$ cat config.mk
export PLATFORM = sky130hd
export DESIGN_NAME = filter_logic_fx
export DESIGN_NICKNAME = d
export VERILOG_FILES = /design/src/rtl/filter_logic_fx.sv
export SDC_FILE = /design/constraint.sdc
export NUM_CORES = 2
export LEC_CHECK = 0
export CAP_MARGIN = 20
export CORE_MARGIN = 4
export CORE_UTILIZATION = 45
export CTS_BUF_LIST = sky130_fd_sc_hd__clkbuf_8
export CTS_CLUSTER_SIZE = 30
export DETAILED_ROUTE_END_ITERATION = 10
export PLACE_DENSITY = 0.61
export RECOVER_POWER = 50
export SYNTH_ARGS = -nofsm -noshare
export SYNTH_HDL_FRONTEND = slang
export SYNTH_SLANG_ARGS = --single-unit
$ cat constraint.sdc
create_clock -name clk -period 15.2 [get_ports clk]
set_input_delay 2.28 -clock clk [delete_from_list [all_inputs] [get_ports clk]]
set_output_delay 2.28 -clock clk [all_outputs]
set_load 0.01 [all_outputs]
$ cat src/rtl/filter_logic_fx.sv
// Fixed-point pair filter: 4-stage r^2 pipeline, cutoff test, FWFT output FIFO.
// Backpressure leaves room for every pair already in flight.
module filter_logic_fx #(
    parameter int          DATA_WIDTH   = 16,
    parameter int          TAG_WIDTH    = 8,
    parameter int          DEPTH        = 16,
    parameter int          ADDR_WIDTH   = 4,
    parameter int unsigned CUTOFF_2     = 144,
    parameter bit          EXCLUDE_SELF = 1'b1,
    localparam int         DW           = DATA_WIDTH + 1,
    localparam int         RW           = 2 * DATA_WIDTH + 4
) (
    input  logic                  clk,
    input  logic                  rst,
    input  logic                  input_valid,
    input  logic [DATA_WIDTH-1:0] refx,
    input  logic [DATA_WIDTH-1:0] refy,
    input  logic [DATA_WIDTH-1:0] refz,
    input  logic [DATA_WIDTH-1:0] neighborx,
    input  logic [DATA_WIDTH-1:0] neighbory,
    input  logic [DATA_WIDTH-1:0] neighborz,
    input  logic [TAG_WIDTH-1:0]  tag_in,
    input  logic                  stat_clear,
    output logic                  out_valid,
    input  logic                  out_ready,
    output logic [RW-1:0]         r2,
    output logic [DW-1:0]         dx,
    output logic [DW-1:0]         dy,
    output logic [DW-1:0]         dz,
    output logic [TAG_WIDTH-1:0]  tag_out,
    output logic [ADDR_WIDTH:0]   usedw,
    output logic                  back_pressure,
    output logic                  overflow,
    output logic [31:0]           pair_in_cnt,
    output logic [31:0]           pair_pass_cnt
);

    localparam int SW = 2 * DW;
    localparam int EW = RW + 3 * DW + TAG_WIDTH;
    localparam logic [RW-1:0] CUT = RW'(CUTOFF_2);
    localparam logic [ADDR_WIDTH:0] BP_LVL = (ADDR_WIDTH + 1)'(DEPTH - 5);
    localparam logic [ADDR_WIDTH:0] FULL_LVL = (ADDR_WIDTH + 1)'(DEPTH);
    localparam logic [ADDR_WIDTH:0] ONE = (ADDR_WIDTH + 1)'(1);

    logic                 v1, v2, v3, v4, wv;
    logic [DW-1:0]        dx1, dy1, dz1, dx2, dy2, dz2;
    logic [DW-1:0]        dx3, dy3, dz3, dx4, dy4, dz4;
    logic [TAG_WIDTH-1:0] t1, t2, t3, t4;
    logic [SW-1:0]        sx2, sy2, sz2, sz3;
    logic [SW:0]          p3;
    logic [RW-1:0]        r2_4;
    logic                 pass4;
    logic [EW-1:0]        wdata;

    logic [EW-1:0]         mem [DEPTH];
    logic [ADDR_WIDTH-1:0] wr_ptr, rd_ptr;
    logic [ADDR_WIDTH:0]   count;
    logic                  full, rd_en, do_wr;
    logic [EW-1:0]         head;

    assign pass4 = v4 && (r2_4 < CUT) && !(EXCLUDE_SELF && (r2_4 == '0));

    always_ff @(posedge clk or posedge rst) begin
        if (rst) begin
            v1 <= 1'b0;
            v2 <= 1'b0;
            v3 <= 1'b0;
            v4 <= 1'b0;
            wv <= 1'b0;
        end else begin
            v1 <= input_valid;
            v2 <= v1;
            v3 <= v2;
            v4 <= v3;
            wv <= pass4;
        end
    end

    // Data path carries no reset; only the valid bits qualify it.
    always_ff @(posedge clk) begin
        dx1 <= DW'($signed(refx)) - DW'($signed(neighborx));
        dy1 <= DW'($signed(refy)) - DW'($signed(neighbory));
        dz1 <= DW'($signed(refz)) - DW'($signed(neighborz));
        t1  <= tag_in;
        sx2 <= SW'($signed(dx1)) * SW'($signed(dx1));
        sy2 <= SW'($signed(dy1)) * SW'($signed(dy1));
        sz2 <= SW'($signed(dz1)) * SW'($signed(dz1));
        dx2 <= dx1;
        dy2 <= dy1;
        dz2 <= dz1;
        t2  <= t1;
        p3  <= {1'b0, sx2} + {1'b0, sy2};
        sz3 <= sz2;
        dx3 <= dx2;
        dy3 <= dy2;
        dz3 <= dz2;
        t3  <= t2;
        r2_4 <= RW'(p3) + RW'(sz3);
        dx4 <= dx3;
        dy4 <= dy3;
        dz4 <= dz3;
        t4  <= t3;
        wdata <= {r2_4, dz4, dy4, dx4, t4};
    end

    assign out_valid = (count != '0);
    assign full      = (count == FULL_LVL);
    assign rd_en     = out_valid && out_ready;
    assign do_wr     = wv && (!full || rd_en);

    always_ff @(posedge clk) begin
        if (do_wr)
            mem[wr_ptr] <= wdata;
    end

    always_ff @(posedge clk or posedge rst) begin
        if (rst) begin
            wr_ptr   <= '0;
            rd_ptr   <= '0;
            count    <= '0;
            overflow <= 1'b0;
        end else begin
            if (do_wr)
                wr_ptr <= wr_ptr + 1'b1;
            if (rd_en)
                rd_ptr <= rd_ptr + 1'b1;
            if (do_wr && !rd_en)
                count <= count + ONE;
            else if (rd_en && !do_wr)
                count <= count - ONE;
            if (wv && full && !rd_en)
                overflow <= 1'b1;
        end
    end

    always_ff @(posedge clk or posedge rst) begin
        if (rst) begin
            pair_in_cnt   <= '0;
            pair_pass_cnt <= '0;
        end else if (stat_clear) begin
            pair_in_cnt   <= '0;
            pair_pass_cnt <= '0;
        end else begin
            if (input_valid && pair_in_cnt != '1)
                pair_in_cnt <= pair_in_cnt + 32'd1;
            if (do_wr && pair_pass_cnt != '1)
                pair_pass_cnt <= pair_pass_cnt + 32'd1;
        end
    end

    // Head is forced to zero when empty so stale memory never shows.
    assign head = out_valid ? mem[rd_ptr] : '0;
    assign {r2, dz, dy, dx, tag_out} = head;
    assign usedw = count;
    assign back_pressure = (count >= BP_LVL);

endmodule

==> impl_metrics.yaml <==
run_status:
  status: "finished with violations"
  violations: "capacitance limit, slew limit"
grt:
  grt_usage_pct: 19.94
  grt_pass1_wl_um: 369700
  grt_pass1_vias: 61800
  gr-total-overflow: 0
  grt_max_degree: 112
  antenna_found_initial: 26
drt:
  wl_per_cell_um: 21.70
  antenna_left: 0
  initialDrtViolationCount: 4476
  first_pass_iters: 7
  drc: 0
  num_vias: 57420
  via_per_inst: 5.241
  wl_um: 237800
layout:
  nFillCells: 19880
  drive_gt1_share_pct: 13.50
  multi_input_area_um2: 43190
  syn2layout_area_growth_pct: 12.76
  regArea_um2: 58350
  fin_nets: 8819
floorplanning:
  core_area_um2: 235200
  initial_core_util_pct: 45.20
  die_height_um: 494.0
  rows: 178
  pin_count: 276
  dieWidth_um: 494.0
  dieArea_um2: 244100
place:
  dp_hpwl_um: 148800
  io_buffers: 275
  gp_congestion: 0.8439
clock_network:
  cts_root_buffer: "clkbuf_8"
  cts_resized: 0
  postCtsSetupBuffers: 0
  clk_latency_ns: 1.07
  cts_hold_buffers: 0
  cts_sinks: 2133
  clock_path_buffers: 4
  cts_max_level: 5
  numCtsBuffers: 362
  clk_pin_slew_worst_paths_ns: 0.06
  cts_tree: "built"
setup_path:
  cp_data_arrival_time_ns: 6.91
  path_max_fanout: 61
  worstReg2RegEnd: "sx2[33]$_DFF_P_"
  reg2reg_from: "dx1[8]$_DFF_P_"
  critical_path_class: "flip-flop to output pin"
  cp-start-kind: "flip-flop"
  end_kind: "output pin"
  cp.required_ns: 12.92
  worstRegToRegCells: 22
  r2r_slack_ns: 7.39
min_path:
  holdCritPathClass: "flip-flop to flip-flop"
  whs_path_depth: 0
  min_to: "wdata[39]$_DFF_P_"
  worstHoldStart: "dy4[14]$_DFF_P_"
sta:
  max_slew.worst_pin.slew_ns: 3.968
  setup_viol: 0
  fin_crit_ns: 9.188
  finalClockSkew_ns: 0.1177
  tns_ns: 0
  max_freq_mhz: 108.8
  period_share_pct: 60.45
  rsz0062_at_grt: "false"
  timing.final.hold_violations: 0
  maxSlewViolCount: 293
  slew-limit-headroom_pct: -164.5
synth:
  yosys-top-cells-count: "edfxtp_1, inv_1, fa_1, dfxtp_1, mux4_2"
  avgSynthCellArea_um2: 15.17
  synth_area_um2: 106300
  ys_async_sr_fraction_pct: 3.891
  yosysSeqAreaShare_pct: 54.87
  ys.flop_type: "edfxtp_1"
  synth_edf_count: 1520
  syn_inst: 7007
  synth.top_cell.area_share_pct: 42.94
  synth_area_leader_cell: "edfxtp_1"
  ys_warn_count: 0
  syn_nets: 8309
  synth_seq_cells: 2133
  ys_top_cells_by_area: "edfxtp_1, fa_1, mux4_2"
  yosysUniqueCellTypes: 74
  yosysMostFrequentCell: "edfxtp_1"
job:
  cap_violations: 7
==> cells in the final DEF, fill, tap and decap left out, types with 25 or more instances in the layout <==
cell type / Yosys / final
a21o_1: 68 / 68
fa_1: 803 / 803
nand2b_1: 30 / 30
ha_1: 390 / 390
clkinv_1: 0 / 47
and2_1: 282 / 279
xor2_1: 93 / 93
inv_1: 1089 / 1219
and3_1: 29 / 29
nand2_1: 316 / 316
nor2_1: 235 / 223
a21oi_1: 150 / 150
dfrtp_1: 83 / 79
mux4_2: 475 / 475
clkbuf_8: 0 / 417
edfxtp_1: 1520 / 1520
nand4_1: 25 / 26
o21ai_0: 84 / 84
clkbuf_1: 177 / 28
nor2b_1: 62 / 62
buf_4: 0 / 45
xnor2_1: 193 / 193
nand3_1: 58 / 59
dfxtp_1: 530 / 530
clkdlybuf4s50_1: 0 / 259
nor3_1: 39 / 35
o21a_1: 25 / 25
clkinv_2: 0 / 27
==> per-layer routing <==
metal  global-route usage (%)  up-vias  wire, um
met5                        0        -        46
met4                    6.444        6      7328
met3                    3.807      453     15320
met2                    32.06     1693    114100
met1                    27.60    29840    101000
li1                         -    25430         -
==> metrics by stage <==
stage / setup slack (ns) / hold WS [ns] / utilization (%) / cell area [um^2] / std cells
finish: 6.012 / 0.2432 / 50.96 / 119900 / 10960
global route: 5.469 / 0.2412 / 50.96 / 119800 / 10950
CTS: 6.885 / 0.2373 / 51.01 / 120000 / 10950
detailed placement: 8.028 / 0.3121 / 48.06 / 113000 / 10300
global placement: 8.034 / 0.3101 / 48.06 / 113000 / 10300
floorplan: 5.288 / 0.3096 / - / 106300 / 7007
==> logic make-up after synthesis <==
| group | after synthesis | synth area share, % |
|---|---|---|
| XOR/XNOR | 286 | 2.356 |
| flip-flops | 2133 | 54.87 |
| AO/OA/AOI/OAI | 483 | 3.031 |
| AND/OR/NAND/NOR | 1132 | 5.306 |
| multiplexers | 482 | 10.13 |
| buffers and inverters | 1298 | 4.585 |
| adder cells (fa/ha/maj) | 1193 | 19.71 |
==> flip-flops by register name (all words and copies together) (netlist names), 32 cells and up <==
signal         count
p3                35
sx2               33
mem             1520
sz2               33
wdata             95
pair_pass_cnt     32
sy2               33
sz3               33
r2_4              36
pair_in_cnt       32
==> worst max path at each step <==
stage	startpoint	to	cells after the start	slack [ns]
2_1_floorplan	out_ready	mem[3][0]$_DFFE_PP_	5	5.29
3_3_place_gp	rd_ptr[0]$_DFFE_PP0P_	dy[1]	6	8.03
3_5_place_dp	dx1[2]$_DFF_P_	sx2[33]$_DFF_P_	22	8.03
4_1_cts	rd_ptr[0]$_DFFE_PP0P_	dx[11]	6	6.89
5_1_grt	usedw[0]$_DFFE_PP0P_	r2[32]	5	5.47
6_report	usedw[0]$_DFFE_PP0P_	r2[32]	5	6.01
==> worst max-delay path: stages (launching register included) <==
cell             delay [ns]
dfrtp_1                0.47
nor4_1                 0.12
nand2b_1               1.37
clkbuf_1               2.71
and2_1                 0.56
clkdlybuf4s50_1        0.60
==> final cells by class <==
type                            instances  share of cell area, %
Sequential cell                      2133                  48.68
Multi-Input combinational cell       3576                  36.04
Clock buffer                          417                  4.788
Inverter                             1089                  3.411
Tap cell                             3150                  3.288
Timing Repair Buffer                  355                  2.779
Clock inverter                        229                  1.000
Antenna cell                            8                0.01670
Power is left out: the tool's default activity adds up to more than one toggle a clock period on the data nets, which glitch-free logic cannot reach.
